$ cat src/rtl/lock_pkg.sv
// Shared types for the combination lock: FSM state and display status codes.
// Latency: n/a (types only).
// Backpressure: n/a.
package lock_pkg;

    typedef enum logic [2:0] {
        S_ENTRY   = 3'd0,
        S_OPEN    = 3'd1,
        S_CLOSED  = 3'd2,
        S_LOCKOUT = 3'd3,
        S_PROG    = 3'd4
    } state_t;

    typedef enum logic [2:0] {
        STAT_BLANK  = 3'd0,
        STAT_OPEN   = 3'd1,
        STAT_CLOSED = 3'd2,
        STAT_ERROR  = 3'd3,
        STAT_LOCKED = 3'd4,
        STAT_PROG   = 3'd5
    } status_t;

endpackage

$ cat src/rtl/lock_timer.sv
// Loadable down-counter timing the lockout window; done flags the final count.
// Latency: load visible next cycle; done is combinational from the count.
// Backpressure: none.
// Ports: clk, rst (sync, active high), load/load_val, en (decrement), count, done (count==1).
module lock_timer #(
    parameter int W = 5
) (
    input  logic         clk,
    input  logic         rst,
    input  logic         load,
    input  logic         en,
    input  logic [W-1:0] load_val,
    output logic [W-1:0] count,
    output logic         done
);

    always_ff @(posedge clk) begin
        if (rst) begin
            count <= '0;
        end else if (load) begin
            count <= load_val;
        end else if (en && (count != '0)) begin
            count <= count - W'(1);
        end
    end

    assign done = (count == W'(1));

endmodule

$ cat src/rtl/lock_ctrl.sv
// Combination lock: BCD digit entry, retry lockout and in-field reprogramming.
// Latency: every output is registered and reflects an enter one cycle later.
// Backpressure: none; each enter strobe is either consumed or ignored by state.
// Ports: clk, rst_n (sync, active high), digit_in/enter/prog inputs;
//        status, unlocked, err, digit_cnt, fail_cnt outputs.
module lock_ctrl
    import lock_pkg::*;
#(
    parameter int                      CODE_LEN     = 6,
    parameter int                      MAX_FAIL     = 3,
    parameter int                      LOCKOUT_CYC  = 16,
    parameter logic [CODE_LEN*4-1:0]   DEFAULT_CODE = 24'h703262
) (
    input  logic       clk,
    input  logic       rst_n,
    input  logic [3:0] digit_in,
    input  logic       enter,
    input  logic       prog,
    output logic [2:0] status,
    output logic       unlocked,
    output logic       err,
    output logic [2:0] digit_cnt,
    output logic [1:0] fail_cnt
);

    localparam int              TW        = $clog2(LOCKOUT_CYC + 1);
    localparam logic [2:0]      LAST_IDX  = 3'(CODE_LEN - 1);
    localparam logic [1:0]      MAX_FAIL_V = 2'(MAX_FAIL);
    localparam logic [TW-1:0]   LOCK_LOAD = TW'(LOCKOUT_CYC);

    state_t                 state_q, state_d;
    logic [CODE_LEN*4-1:0]  code_q, shadow_q, shadow_wr;
    logic                   mismatch_q, mm_next;
    logic [2:0]             digit_cnt_q;
    logic [1:0]             fail_cnt_q, fail_inc;
    logic [3:0]             cur_nib;
    logic                   err_q, err_d, unlocked_q, unlocked_d;
    status_t                status_q, status_d;

    logic                   valid_dig, accepting, acc_ok, acc_bad, last_dig, state_chg;
    logic                   tmr_load, tmr_done;
    logic [TW-1:0]          tmr_count;

    // Digits are taken in ENTRY, and in PROG only while prog is still held
    // (a released prog aborts, even if a digit arrives on the same cycle).
    assign valid_dig = (digit_in <= 4'd9);
    assign accepting = (state_q == S_ENTRY) || ((state_q == S_PROG) && prog);
    assign acc_ok    = enter && accepting && valid_dig;
    assign acc_bad   = enter && accepting && !valid_dig;
    assign last_dig  = (digit_cnt_q == LAST_IDX);
    assign fail_inc  = fail_cnt_q + 2'd1;
    assign state_chg = (state_d != state_q);

    // First entered digit lives in the most significant nibble.
    always_comb begin
        cur_nib   = 4'd0;
        shadow_wr = shadow_q;
        for (int i = 0; i < CODE_LEN; i++) begin
            if ((CODE_LEN - 1 - i) == int'(digit_cnt_q)) begin
                cur_nib            = code_q[i*4 +: 4];
                shadow_wr[i*4 +: 4] = digit_in;
            end
        end
    end

    assign mm_next = mismatch_q | (digit_in != cur_nib);

    lock_timer #(.W(TW)) u_timer (
        .clk      (clk),
        .rst      (rst_n),
        .load     (tmr_load),
        .en       (state_q == S_LOCKOUT),
        .load_val (LOCK_LOAD),
        .count    (tmr_count),
        .done     (tmr_done)
    );

    assign tmr_load = (state_q == S_ENTRY) && (state_d == S_LOCKOUT);

    // FSM state register
    always_ff @(posedge clk) begin
        if (rst_n) state_q <= S_ENTRY;
        else       state_q <= state_d;
    end

    // FSM next-state logic
    always_comb begin
        state_d = state_q;
        case (state_q)
            S_ENTRY: begin
                if (acc_ok && last_dig) begin
                    if (!mm_next)                  state_d = S_OPEN;
                    else if (fail_inc == MAX_FAIL_V) state_d = S_LOCKOUT;
                    else                           state_d = S_CLOSED;
                end
            end
            S_OPEN:    if (enter)    state_d = prog ? S_PROG : S_ENTRY;
            S_CLOSED:  if (enter)    state_d = S_ENTRY;
            S_LOCKOUT: if (tmr_done) state_d = S_ENTRY;
            S_PROG: begin
                if (!prog)                 state_d = S_OPEN;
                else if (acc_ok && last_dig) state_d = S_ENTRY;
            end
            default:                   state_d = S_ENTRY;
        endcase
    end

    // FSM output logic: next values of the registered outputs
    always_comb begin
        err_d = err_q;
        if (acc_bad)                    err_d = 1'b1;
        else if (acc_ok || state_chg)   err_d = 1'b0;

        unlocked_d = (state_d == S_OPEN);

        case (state_d)
            S_OPEN:    status_d = STAT_OPEN;
            S_CLOSED:  status_d = STAT_CLOSED;
            S_LOCKOUT: status_d = STAT_LOCKED;
            S_PROG:    status_d = STAT_PROG;
            default:   status_d = STAT_BLANK;
        endcase
        if (err_d) status_d = STAT_ERROR;
    end

    always_ff @(posedge clk) begin
        if (rst_n) begin
            status_q   <= STAT_BLANK;
            unlocked_q <= 1'b0;
            err_q      <= 1'b0;
        end else begin
            status_q   <= status_d;
            unlocked_q <= unlocked_d;
            err_q      <= err_d;
        end
    end

    // Datapath: digit counter, sticky mismatch, fail counter, code/shadow.
    always_ff @(posedge clk) begin
        if (rst_n) begin
            digit_cnt_q <= 3'd0;
            mismatch_q  <= 1'b0;
            fail_cnt_q  <= 2'd0;
            code_q      <= DEFAULT_CODE;
            shadow_q    <= '0;
        end else begin
            if (state_chg) begin
                digit_cnt_q <= 3'd0;
                mismatch_q  <= 1'b0;
                shadow_q    <= '0;
            end else if (acc_ok) begin
                digit_cnt_q <= digit_cnt_q + 3'd1;
                if (state_q == S_ENTRY) mismatch_q <= mm_next;
                if (state_q == S_PROG)  shadow_q   <= shadow_wr;
            end

            if ((state_q == S_ENTRY) && acc_ok && last_dig) begin
                fail_cnt_q <= mm_next ? fail_inc : 2'd0;
            end else if ((state_q == S_LOCKOUT) && tmr_done) begin
                fail_cnt_q <= 2'd0;
            end

            // Completion merges the final digit so the whole code lands at once.
            if ((state_q == S_PROG) && (state_d == S_ENTRY)) begin
                code_q <= shadow_wr;
            end
        end
    end

    assign status    = status_q;
    assign unlocked  = unlocked_q;
    assign err       = err_q;
    assign digit_cnt = digit_cnt_q;
    assign fail_cnt  = fail_cnt_q;

endmodule

$ cat config.mk
export PLATFORM = sky130hd
export DESIGN_NAME = lock_ctrl
export DESIGN_NICKNAME = d
export VERILOG_FILES = /design/src/rtl/lock_pkg.sv /design/src/rtl/lock_timer.sv /design/src/rtl/lock_ctrl.sv
export SDC_FILE = /design/constraint.sdc
export NUM_CORES = 1
export LEC_CHECK = 0
export ABC_CLOCK_PERIOD_IN_PS = 8000
export BUFFER_PORTS_ARGS = -buffer_cell sky130_fd_sc_hd__buf_4
export CELL_PAD_IN_SITES_DETAIL_PLACEMENT = 0
export CELL_PAD_IN_SITES_GLOBAL_PLACEMENT = 2
export CORE_ASPECT_RATIO = 1.4
export CORE_MARGIN = 2
export CORE_UTILIZATION = 40
export DETAILED_ROUTE_END_ITERATION = 10
export GPL_TIMING_DRIVEN = 0
export PLACE_DENSITY = 0.87
export RECOVER_POWER = 50
export SYNTH_ARGS = -nofsm -noshare
export SYNTH_HDL_FRONTEND = slang
export SYNTH_HIERARCHICAL = 1
export SYNTH_SLANG_ARGS = --single-unit
$ cat constraint.sdc
create_clock -name clk -period 8 [get_ports clk]
set_input_delay 1.2 -clock clk [delete_from_list [all_inputs] [get_ports clk]]
set_output_delay 1.2 -clock clk [all_outputs]
set_load 0.1 [all_outputs]
## Word-level counts from Yosys, hierarchy flattened

Index checks and enable logic that the tools add are counted.

| word-level totals | value |
|---|---|
| register bits | 67 |
| latch bits | 0 |
| memory bits (writable) | 0 |
| bits in read-only memories | 0 |
| input bits | 8 |
| output and inout port bits | 10 |
| word-level logic and storage cells | 91 |
| memories | 0 |

| cells by class | value |
|---|---|
| add/subtract/negate cells | 3 |
| $mul | 0 |
| divide/modulo/power cells | 0 |
| order comparisons | 1 |
| equality and inequality tests | 18 |
| shift operators | 0 |
| multiplexer cells | 31 |
| bitwise logic cells | 1 |
| reduce and logical (&&, ||, !) cells | 25 |

Operators by type and width:

| cell | number |
|---|---|
| 4-bit 2-to-1 mux | 12 |
| 3-bit 2-to-1 mux | 7 |
| 3-bit one-hot mux with 5 select lines | 1 |
| 3-bit by 2-bit equality test with 1-bit output (second input constant) | 4 |
| 3-bit equality test (first input constant) | 4 |
| 3-bit one-hot mux with 4 select lines | 1 |
| 1-bit logical AND | 11 |
| 2-bit 2-to-1 mux | 5 |
| 5-bit 2-to-1 mux | 2 |
| 3-bit equality test (second input constant) | 3 |
| 3-bit logical NOT | 3 |
| 3-bit by 1-bit equality test with 1-bit output (second input constant) | 2 |
| 2-bit OR reduction | 3 |
| 5-bit by 1-bit equality test with 1-bit output (second input constant) | 1 |
| 5-bit nonzero test | 1 |
| 5-bit by 1-bit subtractor with 5-bit output (second input constant) | 1 |
| 4-bit less-or-equal comparator (second input constant) | 1 |
| 4-bit inequality test | 1 |
| 2-bit AND reduction | 2 |
| 2-bit nonzero test | 2 |
| 3-bit by 1-bit adder with 3-bit output (second input constant) | 1 |
| 2-bit by 3-bit equality test with 1-bit output (first input constant) | 1 |
| 1-bit 2-to-1 mux | 3 |
| 3-bit inequality test | 1 |
| 5 further kinds | 6 |

## Depth between registers and ports, before layout

Gate-level depths: netlist of run 1.

| depth | value |
|---|---|
| depth in word-level cells | 17 |
| gate-level depth with buffers | 16 |

## By module

The synthesis of run 1 kept the hierarchy.

Modules (own cells, without submodules):

| module | instances | cells each | area each (um^2) | sequential area each (um^2) |
|---|---|---|---|---|
| lock_ctrl | 1 | 359 | 3,075.4 | 1,161.1 |
| lock_timer | 1 | 40 | 332.8 | 100.1 |

## Worst setup path after synthesis of run 1

OpenSTA, ideal clock, no wires.

| timing | value |
|---|---|
| path type | register to register |
| start | register digit_cnt_q[0], in the netlist digit_cnt[0] |
| end | register u_timer.count[3] |
| library setup time | 0.103 ns |
| arrival | 3.864 ns |
| required time | 7.897 ns |
| setup slack | 4.032 ns |
| cell stages (with the launch flop) | 16 |
| buffers on the path | 2 |
| period minus slack after synthesis | 3.968 ns |
| cell sequence | dfxtp_1 -> ha_1 -> ha_1 -> buf_2 -> nand2_1 -> a2111oi_2 -> o22ai_2 -> xor2_1 -> and4_1 -> o21ai_1 -> a22oi_1 -> and2_1 -> clkbuf_1 -> inv_1 -> and4_4 -> a2111oi_2 |

| on the way | value |
|---|---|
| cells in the longest elaborated chain, start to end | 15 |
| elaborated cells between the ends (all ways) | 24 |
| those cells by class | eq/ne: 8; mux: 11; bitwise: 1; reduce/logical: 4 |

RTL lines:

| what | RTL line | text |
|---|---|---|
| start: declaration | lock_ctrl.sv:34 | `logic [2:0] digit_cnt_q;` |
| start signal: assignment | lock_ctrl.sv:152 | `digit_cnt_q <= digit_cnt_q + 3'd1;` |
| 3-bit equality test | lock_ctrl.sv:59 | `if ((CODE_LEN - 1 - i) == int'(digit_cnt_q)) begin` |
| 4-bit 2-to-1 mux (6 in series) | lock_ctrl.sv:59 |  |
| 4-bit inequality test | lock_ctrl.sv:66 | `assign mm_next = mismatch_q \| (digit_in != cur_nib);` |
| 1-bit OR | lock_ctrl.sv:66 |  |
| 2-bit 2-to-1 mux | lock_ctrl.sv:92 | `if (!mm_next) state_d = S_OPEN;` |
| 3-bit 2-to-1 mux | lock_ctrl.sv:91 | `if (acc_ok && last_dig) begin` |
| 3-bit one-hot mux with 5 select lines * | lock_ctrl.sv:89 | `case (state_q)` |
| 3-bit by 2-bit equality test with 1-bit output * | lock_ctrl.sv:78 | `assign tmr_load = (state_q == S_ENTRY) && (state_d == S_LOCKOUT);` |
| 1-bit logical AND * | lock_ctrl.sv:78 |  |
| net tmr_load | lock_ctrl.sv:41 | `logic tmr_load, tmr_done;` |
| 2-bit OR reduction (no source line) * | n/a |  |
| end signal: assignment | lock_timer.sv:21 | `count <= load_val;` |
| end signal: assignment | lock_timer.sv:23 | `count <= count - W'(1);` |
| end: declaration | lock_timer.sv:13 | `output logic [W-1:0] count,` |

The timed path passes the listed nets; every way through them passes the cells marked *.
A chain may end at the register's enable or synchronous reset.

## Worst setup path after layout of run 1

| timing | value |
|---|---|
| start | input port digit_in[1] |
| end | register u_timer.count[3] |

| on the way | value |
|---|---|
| cells in the longest elaborated chain, start to end | 9 |
| elaborated cells between the ends (all ways) | 13 |
| those cells by class | order compare: 1; eq/ne: 2; mux: 5; bitwise: 1; reduce/logical: 4 |

RTL lines:

| what | RTL line | text |
|---|---|---|
| start: declaration | lock_ctrl.sv:16 | `input logic [3:0] digit_in,` |
| 4-bit less-or-equal comparator | lock_ctrl.sv:46 | `assign valid_dig = (digit_in <= 4'd9);` |
| 1-bit logical AND | lock_ctrl.sv:48 | `assign acc_ok = enter && accepting && valid_dig;` |
| 1-bit logical AND | lock_ctrl.sv:91, lock_ctrl.sv:102 |  |
| 3-bit 2-to-1 mux | lock_ctrl.sv:102 | `else if (acc_ok && last_dig) state_d = S_ENTRY;` |
| 3-bit 2-to-1 mux | lock_ctrl.sv:101 | `if (!prog) state_d = S_OPEN;` |
| 3-bit one-hot mux with 5 select lines * | lock_ctrl.sv:89 |  |
| 3-bit by 2-bit equality test with 1-bit output * | lock_ctrl.sv:78 |  |
| 1-bit logical AND * | lock_ctrl.sv:78 |  |
| net tmr_load | lock_ctrl.sv:41 |  |
| 2-bit OR reduction (no source line) * | n/a |  |

Marked as above.

==> summary.md, run 1 <==
| Metric | Value |
|---|---|
| Final Wtd Congestion | `0.811` |
| # hold bufs at CTS | `0` |
| Avg Inst Size Synth | `8.54 um2` |
| Clock latency on the worst-skew pair | `0.33 ns` |
| Fin. max-slew vios | `0` |
| WS Path Type | `in2reg` |
| Number of buffers and inverters on the critical path | `4` |
| Layout area overhead | `14.7%` |
| Total track usage | `20.5%` |
| CTS resizes | `0` |
| Required @ worst endpoint | `8.23 ns` |
| Cell family with the largest share of critical-path delay | `buffers and inverters` |
| HP Start | `code_q[14]` |
| CTS tree | `built` |
| # clock sinks | `63` |
| Cell Area, Placed | `3640 um2` |
| Die height | `113 um` |
| CTS max path bufs | `2` |
| Starting Density | `41.6%` |
| Setup-failing EPs final | `0` |
| Max Cap Violations | `0` |
| Drt initial violations | `145` |
| CP arrival | `4.38 ns` |
| FF-to-FF End | `u_timer/count[3]` |
| Die area | `9290 um2` |
| Vias post-DR | `2867` |
| Share of layout cells above drive strength 1 | `14.4%` |
| Reg2reg setup slack | `4.11 ns` |
| Largest net degree at the start of global routing | `11` |
| Max incr delay on CP | `0.40 ns` |
| Worst Setup End Kind | `register` |
| CP Max Fanout | `10` |
| Htree depth | `3` |
| Synthesis warning total | `6` |
| Max Freq | `0.241 GHz` |
| Worst clock skew | `0.00655 ns` |
| Nets | `442` |
| Input/output buffers | `13` |
| Clock transition at path regs | `0.05 ns` |
| Slew headroom | `22.8%` |
| Crit path time final | `4.15 ns` |
| CTS root buffer | `clkbuf_16` |
| CP Launch Type | `primary input` |
| Synth Instances | `399` |
| Post-synth ARST share | `0%` |
| Design area | `3910 um2` |
| Mapped Area | `3410 um2` |
| Reg2reg start | `digit_cnt[2]` |
| Static leakage | `1.40 nW` |
| Die width | `82.0 um` |
| DR WL/cell | `16.4 um` |
| Status | `completed` |
| Synth Flop Type | `dfxtp_1` |
| Ant diodes | `0` |
| Overflow after GRT | `0` |
| Unrepaired setup endpoints after global routing | `no` |
| Worst path slowest cell | `clkbuf_1` |
| Worst Hold Class | `reg2reg` |
| Hold endpoint | `code_q[14]` |
| Post-synth EDFFs | `0` |
| Unique masters post-synth | `59` |
| Post-route ant nets | `0` |
| Max VDD drop | `0.130 mV` |
| Area of the multi-input gates | `1900 um2` |
| Post-synthesis register bit count | `63` |
| Routed vias/inst | `5.38` |
| PD cells | `210 nW/um2` |
| DRC viols | `0` |
| # rows | `39` |
| Seq/Total Area, Yosys | `37.0%` |
| FF+latch area | `1260 um2` |
| Fill count | `839` |
| Vias in the first global route | `2758` |
| Critical path cell sequence | `clkbuf_1 > o21ai_0 > and3_1 > clkbuf_1 > and3_1 > o21ai_0 > a22oi_1 > and2_1 > clkbuf_1 > inv_1 > and4_4 > a2111oi_2` |
| Setup Buffers After CTS | `0` |
| Num CTS Buffers | `9` |
| Post-Route WL | `8.73 mm` |
| Worst r2r path cells | `15` |
| Setup tns final | `0 ns` |
| Worst-margin pin slew | `1.16 ns` |
| Antenna violations before repair | `0` |
| I/O pin cnt | `18` |
| Worst path most repeated cell | `clkbuf_1` |
| First-pass GRT wire length | `14.1 mm` |
| Core ar. | `8200 um2` |
| Final hold viol count | `0` |
| Hold path depth | `2` |
| Final HPWL from detailed placement | `6.40 mm` |
| TritonRoute pass-1 iters | `5` |
| Period utilisation layout | `51.8%` |
## routing by layer
| metal | track usage [%] | vias up | routed length [um] |
|---|---|---|---|
| met5 | 0 | - | 0 |
| met1 | 22.9 | 1339 | 3660 |
| met4 | 10.3 | 0 | 330 |
| met2 | 35.8 | 44 | 4500 |
| li1 | - | 1464 | - |
| met3 | 4.23 | 20 | 244 |
## flip-flops by register name, indices dropped and copies added, names as in the netlist, 2 cells and up
| register | count |
|---|---|
| shadow_q | 20 |
| state_q | 3 |
| status | 3 |
| digit_cnt | 3 |
| code_q | 24 |
| u_timer/count | 5 |
| fail_cnt | 2 |
## worst max path at each step
stage | cells after the start | end | from | slack, ns
finish | 12 | u_timer/count[3] | digit_in[1] | 3.85
global route | 12 | u_timer/count[3] | digit_in[1] | 3.53
CTS | 15 | u_timer/count[3] | digit_cnt[2] | 4.11
detailed placement | 12 | u_timer/count[3] | digit_in[3] | 3.92
global placement | 12 | u_timer/count[3] | digit_in[3] | 3.95
floorplan | 15 | u_timer/count[3] | digit_cnt[0] | 4.03
## cells in the mapped netlist (4+ instances only)
library cell	instances	area (um2)
nor2b_1	4	25.0
dfxtp_1	63	1260
nor2_1	25	93.8
buf_1	4	15.0
buf_2	16	80.1
nand2b_1	5	31.3
nand3b_1	7	52.6
clkbuf_1	8	30.0
a21oi_2	6	52.6
o21ai_1	4	20.0
mux2i_1	20	200
a211oi_1	7	52.6
and2_1	5	31.3
nand4_1	9	56.3
inv_1	14	52.6
a21oi_1	32	160
nor2_4	13	146
nor3_1	5	25.0
nand4b_1	6	52.6
nand3_1	7	35.0
o21ai_0	13	65.1
and3_1	8	50.1
nand2_1	57	214
ha_1	8	100
## power by group
part / leakage [nW] / switching (mW) / internal, mW
clock network: 0.156 / 0.135 / 0.265
logic: 0.732 / 0.0692 / 0.0313
registers: 0.509 / 0.00299 / 0.317
## stage by stage
| step | hold WS [ns] | setup WS (ns) | cells | power, mW | util, % |
|---|---|---|---|---|---|
| detailed placement | 0.450 | 3.92 | 517 | 0.429 | 44.5 |
| floorplan | 0.432 | 4.03 | 402 | 0.405 | - |
| CTS | 0.456 | 4.11 | 533 | 0.832 | 48.2 |
| finish | 0.455 | 3.85 | 533 | 0.820 | 47.7 |
| global route | 0.485 | 3.53 | 533 | 0.850 | 47.7 |
| global placement | 0.442 | 3.95 | 517 | 0.429 | 44.5 |
## cell type report
| type | instances | share of cell area (%) |
|---|---|---|
| buffer | 34 | 5.09 |
| clock buffer | 13 | 6.91 |
| clock inverter | 3 | 1.02 |
| inverter | 15 | 1.44 |
| multi-input combinational | 290 | 48.5 |
| sequential | 63 | 32.3 |
| tap | 102 | 3.26 |
| timing repair buffer | 13 | 1.54 |
## worst reg2reg max path: stages (launching register included)
cell	delay, ns
dfxtp_1	0.50
inv_1	0.19
ha_1	0.23
buf_2	0.17
buf_2	0.21
a21oi_1	0.18
o22ai_2	0.13
xor2_1	0.28
and4_1	0.33
o21ai_0	0.13
a22oi_1	0.23
and2_1	0.21
clkbuf_1	0.37
inv_1	0.13
and4_4	0.19
a2111oi_2	0.31
## cell families after synthesis
logic type / count (synthesis) / share of synthesized area [%]
AO/OA/AOI/OAI: 91 / 18.6
XOR/XNOR: 4 / 1.03
adder cells (fa/ha/maj): 8 / 2.94
buffers and inverters: 49 / 7.71
flip-flops: 63 / 37.0
multiplexers: 21 / 6.20
other: 2 / 0.220
AND/OR/NAND/NOR: 161 / 26.3
## cell usage in the layout (no fill, tap or decap), drive strengths merged, types with 9 or more instances in the layout
| master | netlist | layout |
|---|---|---|
| o21ai | 17 | 17 |
| a21oi | 38 | 38 |
| inv | 14 | 14 |
| nand4 | 9 | 9 |
| dfxtp | 63 | 63 |
| nand2 | 57 | 57 |
| nor2 | 38 | 38 |
| buf | 26 | 23 |
| mux2i | 20 | 20 |
| clkbuf | 8 | 37 |
Note: power is estimated with default switching activity, not from simulation.
==> run 2: changes to the inputs <==
ABC_CLOCK_PERIOD_IN_PS = 3800   (was 8000)
CORE_UTILIZATION = 34   (was 40)
PLACE_DENSITY = 0.79   (was 0.87)
clock period = 3.8 ns   (was 8 ns; I/O delays follow)
==> run 2 against run 1 <==
Routed wire length increased by 2.8%. Combinational power increased by 110%. Die area increased by 17%. Register-to-register slack got worse by 3.9 ns. Critical path type is now reg2reg.
==> summary.md, run 2 (synthesis results as in run 1) <==
| Metric | Value |
|---|---|
| Status | `completed` |
| PD cells | `431 nW/um2 (+110%)` |
| Period utilisation layout | `93.3%` |
| Total track usage | `17.8% (-2.7 points)` |
| DR WL/cell | `15.9 um (-3.0%)` |
| Core ar. | `9850 um2 (+20%)` |
| Max Freq | `0.282 GHz` |
| Final HPWL from detailed placement | `6.62 mm (+3.3%)` |
| CTS tree | `built` |
| Final Wtd Congestion | `0.862 (+6.2%)` |
| Design area | `3930 um2 (+0.61%)` |
| Layout area overhead | `15.4%` |
| Clock transition at path regs | `0.05 ns (about the same)` |
| CTS root buffer | `clkbuf_16` |
| Worst-margin pin slew | `1.17 ns (+0.00646 ns)` |
| Largest registers | `code_q (24), shadow_q (20), u_timer/count (5)` |
| # clock sinks | `63 (unchanged)` |
| Reg2reg setup slack | `0.25 ns (-3.86 ns)` |
| Overflow after GRT | `0 (unchanged)` |
| Setup-failing EPs final | `0 (unchanged)` |
| First-pass GRT wire length | `14.3 mm (+1.2%)` |
| FF+latch area | `1260 um2 (+0.20%)` |
| Die width | `88.6 um (+8.1%)` |
| Post-Route WL | `8.98 mm (+2.8%)` |
| Fill count | `1038 (+24%)` |
| Fin. max-slew vios | `0 (unchanged)` |
| Worst clock skew | `0.00623 ns (-0.000322 ns)` |
| Unrepaired setup endpoints after global routing | `no` |
| Static leakage | `1.39 nW (-0.79%)` |
| Commonest cells after routing, fill and taps aside | `dfxtp_1, nand2_1, a21oi_1` |
| I/O pin cnt | `18 (unchanged)` |
| Nets | `441 (-0.23%)` |
| Vias in the first global route | `2776 (+0.65%)` |
| CP arrival | `3.76 ns (-0.62 ns)` |
| Pwr Total | `1.70 mW (+110%)` |
| Worst Hold Class | `reg2reg` |
| Die height | `122 um (+8.2%)` |
| Setup tns final | `0 ns (unchanged)` |
| Max VDD drop | `0.213 mV (+64%)` |
| CP Launch Type | `register` |
| Input/output buffers | `13 (unchanged)` |
| Setup WS post-layout | `0.254 ns (-3.60 ns)` |
| Slew headroom | `22.3% (-0.43 points)` |
| Max Cap Violations | `0 (unchanged)` |
| Routed vias/inst | `4.99 (-7.3%)` |
| Vias post-DR | `2817 (-1.7%)` |
| Commonest non-fill, non-tap cell in the layout | `dfxtp_1` |
| Antenna violations before repair | `0 (unchanged)` |
| Drt initial violations | `169 (+17%)` |
| Worst Setup End Kind | `register` |
| Post-route ant nets | `0 (unchanged)` |
| DRC viols | `0 (unchanged)` |
| CP Max Fanout | `11 (+1)` |
| CTS max path bufs | `2 (unchanged)` |
| Largest net degree at the start of global routing | `12 (+1)` |
| WS Path Type | `reg2reg` |
| Clock latency on the worst-skew pair | `0.33 ns (about the same)` |
| Htree depth | `3 (unchanged)` |
| Share of layout cells above drive strength 1 | `14.9% (+0.50 points)` |
| Ant diodes | `0 (unchanged)` |
| Required @ worst endpoint | `4.01 ns (-4.22 ns)` |
| Cell Area, Placed | `3690 um2 (+1.2%)` |
| Num CTS Buffers | `9 (unchanged)` |
| # rows | `43 (+10%)` |
| Starting Density | `34.6% (-7.0 points)` |
| Pre-CTS setup slack | `-0.0712 ns (-3.99 ns)` |
| Final hold viol count | `0 (unchanged)` |
| Max FFs per register | `24 (unchanged)` |
| Biggest register | `code_q` |
| Crit path time final | `3.55 ns` |
| TritonRoute pass-1 iters | `6 (+1)` |
| Area of the multi-input gates | `1900 um2 (+0.13%)` |
| Die area | `10900 um2 (+17%)` |
[run 2: changes by cell type in the layout (fill, tap and decap cells not counted), sizes merged]
cell / delta
clkinv: +1
clkbuf: -2
[run 2: layout make-up]
cell class / count / share of cell area [%]
timing repair buffer: 13 / 1.53
sequential: 63 / 32.1
multi-input combinational: 290 / 48.3
buffer: 33 / 4.96
tap: 135 / 4.29
clock inverter: 4 / 1.15
inverter: 15 / 1.43
clock buffer: 12 / 6.27
[run 2: layer usage]
layer	up-vias	GRT usage, %	share of wire (%)
met5	-	0	0
met4	0	10.2	4.0
met3	20	4.03	3.1
met2	42	30.6	52
met1	1299	19.8	41
li1	1456	-	-
[run 2: worst max-delay path, stage by stage (launching register included)]
cell and delay (ns):
dfxtp_2 0.37, inv_1 0.18, ha_1 0.17, buf_2 0.18, nand2_1 0.10, a2111oi_2 0.40, o22ai_2 0.14, xor2_1 0.28
and4_1 0.35, o21ai_1 0.11, a22oi_1 0.26, and2_4 0.27, nor3_1 0.06, and3_1 0.19, or3_1 0.35
[run 2: path summary, 6_finish.rpt]
kind	endpoint	cells after the start	startpoint
hold / removal	shadow_q[11]	2	shadow_q[11]
setup reg to reg	u_timer/count[0]	14	digit_cnt[2]
setup / recovery	u_timer/count[0]	14	digit_cnt[2]
hold reg to reg	shadow_q[11]	2	shadow_q[11]
[run 2: report_power, final]
group | switching, mW | internal (mW) | total [mW] | leakage, nW
clock network | 0.288 | 0.522 | 0.810 | 0.146
logic | 0.146 | 0.0661 | 0.213 | 0.729
registers | 0.00647 | 0.668 | 0.674 | 0.509
[run 2: per-stage QoR]
step	hold slack [ns]	cells	utilization, %
after floorplan	0.432	402	-
after global placement	0.445	550	37.5
after detailed placement	0.451	550	37.5
after CTS	0.458	565	40.4
after global routing	0.468	565	40.0
final	0.456	565	40.0
[run 2: what timing repair did]
item,in CTS,in global routing
hold buffers,0,0
gates resized for setup,0,2
setup endpoints to repair,1,3
setup buffers,0,0
